## src/rtl/countdown16_hex.sv

```systemverilog
// Loadable 16-bit down-counter with pause, abort and a one-cycle done pulse.
// The registered count is also shown on four active-low seven-segment digits.
module countdown16_hex (
    input  logic        Clock,
    input  logic        Clear,
    input  logic        Enable,
    input  logic        Start,
    input  logic        Abort,
    input  logic [15:0] LoadVal,
    output logic [15:0] count,
    output logic        busy,
    output logic        done,
    output logic        expired,
    output logic [6:0]  HEX3,
    output logic [6:0]  HEX2,
    output logic [6:0]  HEX1,
    output logic [6:0]  HEX0
);

    localparam int unsigned CW = 16;

    typedef enum logic [1:0] {
        S_IDLE  = 2'd0,
        S_RUN   = 2'd1,
        S_PAUSE = 2'd2,
        S_DONE  = 2'd3
    } state_t;

    state_t          state_q, state_d;
    logic [CW-1:0]   count_q, count_d;
    logic            prev_start_q;
    logic            done_q, done_d;
    logic            req;

    assign req = Start & ~prev_start_q;

    // State, count, start history and done pulse registers
    always_ff @(posedge Clock) begin
        if (!Clear) begin
            state_q      <= S_IDLE;
            count_q      <= '0;
            prev_start_q <= 1'b0;
            done_q       <= 1'b0;
        end else begin
            state_q      <= state_d;
            count_q      <= count_d;
            prev_start_q <= Start;
            done_q       <= done_d;
        end
    end

    // Next-state and count update; Abort overrides everything below Clear
    always_comb begin
        state_d = state_q;
        count_d = count_q;
        done_d  = 1'b0;
        if (Abort) begin
            state_d = S_IDLE;
            count_d = '0;
        end else begin
            case (state_q)
                S_IDLE, S_DONE: begin
                    if (req) begin
                        count_d = LoadVal;
                        if (LoadVal != '0) begin
                            state_d = S_RUN;
                        end else begin
                            state_d = S_DONE;
                            done_d  = 1'b1;
                        end
                    end
                end
                S_RUN: begin
                    if (!Enable) begin
                        state_d = S_PAUSE;
                    end else if (count_q > CW'(1)) begin
                        count_d = count_q - CW'(1);
                    end else begin
                        count_d = '0;
                        state_d = S_DONE;
                        done_d  = 1'b1;
                    end
                end
                S_PAUSE: begin
                    if (Enable) begin
                        state_d = S_RUN;
                    end
                end
                default: begin
                    state_d = S_IDLE;
                    count_d = '0;
                end
            endcase
        end
    end

    function automatic logic [6:0] seg7(input logic [3:0] nib);
        logic [6:0] s;
        case (nib)
            4'h0: s = 7'b1000000;
            4'h1: s = 7'b1111001;
            4'h2: s = 7'b0100100;
            4'h3: s = 7'b0110000;
            4'h4: s = 7'b0011001;
            4'h5: s = 7'b0010010;
            4'h6: s = 7'b0000010;
            4'h7: s = 7'b1111000;
            4'h8: s = 7'b0000000;
            4'h9: s = 7'b0010000;
            4'hA: s = 7'b0001000;
            4'hB: s = 7'b0000011;
            4'hC: s = 7'b1000110;
            4'hD: s = 7'b0100001;
            4'hE: s = 7'b0000110;
            default: s = 7'b0001110;
        endcase
        return s;
    endfunction

    assign count   = count_q;
    assign done    = done_q;
    assign busy    = (state_q == S_RUN) || (state_q == S_PAUSE);
    assign expired = (state_q == S_DONE);
    assign HEX3    = seg7(count_q[15:12]);
    assign HEX2    = seg7(count_q[11:8]);
    assign HEX1    = seg7(count_q[7:4]);
    assign HEX0    = seg7(count_q[3:0]);

endmodule

```

## config.mk

```make
export PLATFORM = sky130hd
export DESIGN_NAME = countdown16_hex
export DESIGN_NICKNAME = d
export VERILOG_FILES = /design/src/rtl/countdown16_hex.sv
export SDC_FILE = /design/constraint.sdc
export NUM_CORES = 1
export LEC_CHECK = 0
export ABC_AREA = 1
export BUFFER_PORTS_ARGS = -buffer_cell sky130_fd_sc_hd__buf_2
export CAP_MARGIN = 5
export CORE_MARGIN = 8
export CORE_UTILIZATION = 30
export CTS_CLUSTER_DIAMETER = 80
export DETAILED_ROUTE_END_ITERATION = 10
export PLACE_DENSITY_LB_ADDON = 0.12
export SYNTH_ARGS = -nofsm -noshare
export SYNTH_HDL_FRONTEND = slang
export SYNTH_SLANG_ARGS = --single-unit
```

## constraint.sdc

```tcl
create_clock -name Clock -period 2.38 [get_ports Clock]
set_input_delay 0.476 -clock Clock [delete_from_list [all_inputs] [get_ports Clock]]
set_output_delay 0.476 -clock Clock [all_outputs]
set_load 0.02 [all_outputs]
```

==> qor.csv <==
stage,metric,value,unit
outcome,status,"finished, final reports clean",
final_layout,fin util,41.5,%
logic_synthesis,Post-Syn Area,3520,µm²
cts,clk root buf,clkbuf_16,
floorplanning,I/O pin count,68,
cts,clock buffer count from CTS,5,
logic_synthesis,Cells after Synth,524,
cts,Worst-Skew Late Latency,0.29,ns
logic_synthesis,count of flip-flops with a built-in enable after synthesis,0,
timing,Peak Freq,433,MHz
logic_synthesis,syn nets,574,
route,WL/cell,13.3,µm
timing,"Setup violations, final",0,
floorplanning,die width,124,µm
placement,Area after DPL,4240,µm²
global_routing,vias in the first global route,3478,
final_layout,antenna cell count,0,
timing,final worst-path cycle share,97.1,%
cts,H-tree depth,2,
route,1st-iter DRT viols,148,
final_layout,share of cells above drive strength 1,36.3,%
route,Remaining DRCs,0,
critical_path,CP cell instances,inv_2 > ha_4 > inv_4 > o21ai_4 > nand2_4 > buf_12 > buf_6 > a21oi_1 > nand2_1 > nand2_2 > nor2_2 > inv_2 > ha_4 > nand3b_1 > nand3_1 > nand2_1,
global_routing,pin count of the biggest net entering global routing,16,
placement,hpwl dp,8090,µm
logic_synthesis,Yosys cell types,39,
placement,number of port buffers,67,
global_routing,final global-route overflow total,0,
placement,GP Congestion,0.864,
logic_synthesis,#FFs+latches synth,48,
timing,setup tns final,0,ns
critical_path,critical path's slowest cell,dfxtp_2,
global_routing,initial antenna violation count,0,
hold_path,min-delay worst type,in2reg,
logic_synthesis,Main synth FF type,dfxtp_1,
power_and_ir_drop,"Power, Total",3.16,mW
final_layout,Layout Nets,690,
hold_path,Worst Hold Launch,Start,
placement,pre-CTS setup slack,-0.0295,ns
timing,min cycle time layout,2.31,ns
power_and_ir_drop,Leakage,2.61,nW
critical_path,CP Data Arrival Time,2.50,ns
final_layout,footprint of the multi-input gates,2370,µm²
floorplanning,Die Area,15500,µm²
logic_synthesis,Synth Area per Inst,6.72,µm²
logic_synthesis,"top cells by area, synth","dfxtp_1, nand2_1, ha_1, nand3_1, inv_1",
timing,Worst Clk Skew,0.00750,ns
floorplanning,# rows,39,
logic_synthesis,post-synthesis sequential area ratio,27.3,%
route,Vias/cell,4.58,
cts,Sink Count,48,
timing,hold slack,0.382,ns
run,max_cap viols,0,
logic_synthesis,Synth top area share,27.3,%
cts,Hold Buf Count CTS,0,
logic_synthesis,yosys warns,0,
floorplanning,initial core utilization,30.8,%
final_layout,non-filler instance count after layout,784,
power_and_ir_drop,cell area power density,668,nW/µm²
power_and_ir_drop,peak supply drop,0.287,mV
cts,clock tree buffer depth,2,
critical_path,Setup Crit Path Kind,reg2reg,
timing,PnR worst setup slack,0.0694,ns
final_layout,area grow syn2layout,34.5,%
route,drt pass-1 iters,5,
floorplanning,Die H,124,µm
critical_path,crit end category,register,
timing,Final Hold Fails,0,
critical_path,worst r2r path cells,16,
critical_path,crit path launch,state_q[0],
critical_path,Setup crit start kind,register,
global_routing,first-pass GRT wire length,17000,µm
critical_path,RR Startpoint,state_q[0],
final_layout,final standard cell area without fillers,4740,µm²
floorplanning,CORE AREA,11400,µm²
critical_path,CP required,2.57,ns
route,Final ANT Viol Nets,0,
critical_path,"delay-heaviest family, CP",simple AND/OR/NAND/NOR gates,
logic_synthesis,cell taking the most area after synthesis,dfxtp_1,
critical_path,CP max FO,6,
timing,RSZ-0062 raised after global routing,yes,
cts,CTS tree,built,
timing,Max-slew headroom,70.5,%
final_layout,Layout fillers,1221,
final_layout,flip-flop and latch area,968,µm²
timing,Worst-Margin Slew,0.439,ns
placement,placed insts,761,
logic_synthesis,"Async S/R FF share, synth",0,%
route,via count,3588,
route,final WL,10400,µm
global_routing,Total GRT Usage,13.0,%
hold_path,hold depth,3,
cts,Worst-path clk slew,0.06,ns
critical_path,Worst path depth,16,
critical_path,Max stage delay on crit path,0.36,ns
timing,pins over their slew limit,0,
critical_path,Buf/Inv on CP,5,
## cell type report
class	instances	share of cell area, %
sequential	48	20.4
multi-input combinational	392	50.0
clock buffer	5	2.64
tap	143	3.78
timing repair buffer	116	15.4
timing repair inverter	1	0.106
clock inverter	3	0.898
inverter	76	6.68
## registers in the layout, summed over array words and instances (netlist names)
name and count:
count 16, state_q 2, HEX1 7, HEX3 7, HEX2 7, prev_start_q 1
HEX0 7, done 1
## logic make-up after synthesis
logic type	after synthesis	synth area share, %
compound gates	45	7.32
xor+xnor	1	0.249
fa+ha+maj	29	10.3
buf+inv	84	10.6
flops	48	27.3
simple gates	317	44.2
## layout by cell type (no fill, tap or decap), drive strengths merged, types with 2 or more instances in the layout
cell type	synthesis	layout
nand2	187	187
nand3	59	59
nand3b	6	6
nor3	4	4
nor4	2	2
inv	75	74
a21oi	14	14
o21ai	25	25
nor2	54	54
buf	5	116
ha	29	29
clkbuf	3	5
clkinvlp	0	2
or2	2	2
dfxtp	48	48
clkinv	1	3
nand4	3	3
## worst register-to-register path: stages (launching register included)
cell	delay, ns
dfxtp_2	0.36
inv_2	0.06
ha_4	0.30
inv_4	0.05
o21ai_4	0.16
nand2_4	0.07
buf_12	0.14
buf_6	0.13
a21oi_1	0.11
nand2_1	0.08
nand2_2	0.10
nor2_2	0.05
inv_2	0.10
ha_4	0.20
nand3b_1	0.18
nand3_1	0.08
nand2_1	0.05
## power by group
| part | switching (mW) | total, mW | internal, mW |
|---|---|---|---|
| Clock | 0.314 | 0.808 | 0.494 |
| Combinational | 0.880 | 1.42 | 0.542 |
| Sequential | 0.0418 | 0.932 | 0.891 |
## worst paths after layout
check | endpoint | slack, ns
max reg2reg | HEX2[3] | 0.07
max | HEX2[3] | 0.07
min | prev_start_q | 0.38
min reg2reg | state_q[1] | 0.58
## metal layers
| metal | wire length (µm) | share of wire, % | GRT usage, % |
|---|---|---|---|
| met1 | 4980 | 48 | 17.0 |
| met2 | 4950 | 47 | 21.1 |
| met3 | 401 | 3.8 | 2.85 |
| met4 | 97 | 0.93 | 3.33 |
| met5 | 0 | 0 | 0 |
## synthesized netlist by cell type (2+ instances only)
library cell,n
dfxtp_1,48
o21ai_1,13
nor4_1,2
a21oi_1,14
o21ai_0,7
nor2_4,3
nand4_1,3
nand3_2,8
inv_1,62
clkbuf_1,2
ha_1,29
nor2_2,8
inv_4,3
inv_2,9
nand3_1,48
o21ai_2,5
nand2_4,9
nor2_1,42
nand2_2,13
nand3_4,3
nand3b_1,5
nand2_1,165
buf_6,4
nor3_1,4
## repair_timing
item,CTS,global route
setup endpoints to repair,5,27
setup buffers,0,14
pin swaps,0,16
gates cloned,0,1
gates resized for setup,3,61
endpoints found under the hold margin,0,0
Power figures use the tool's default switching activity.
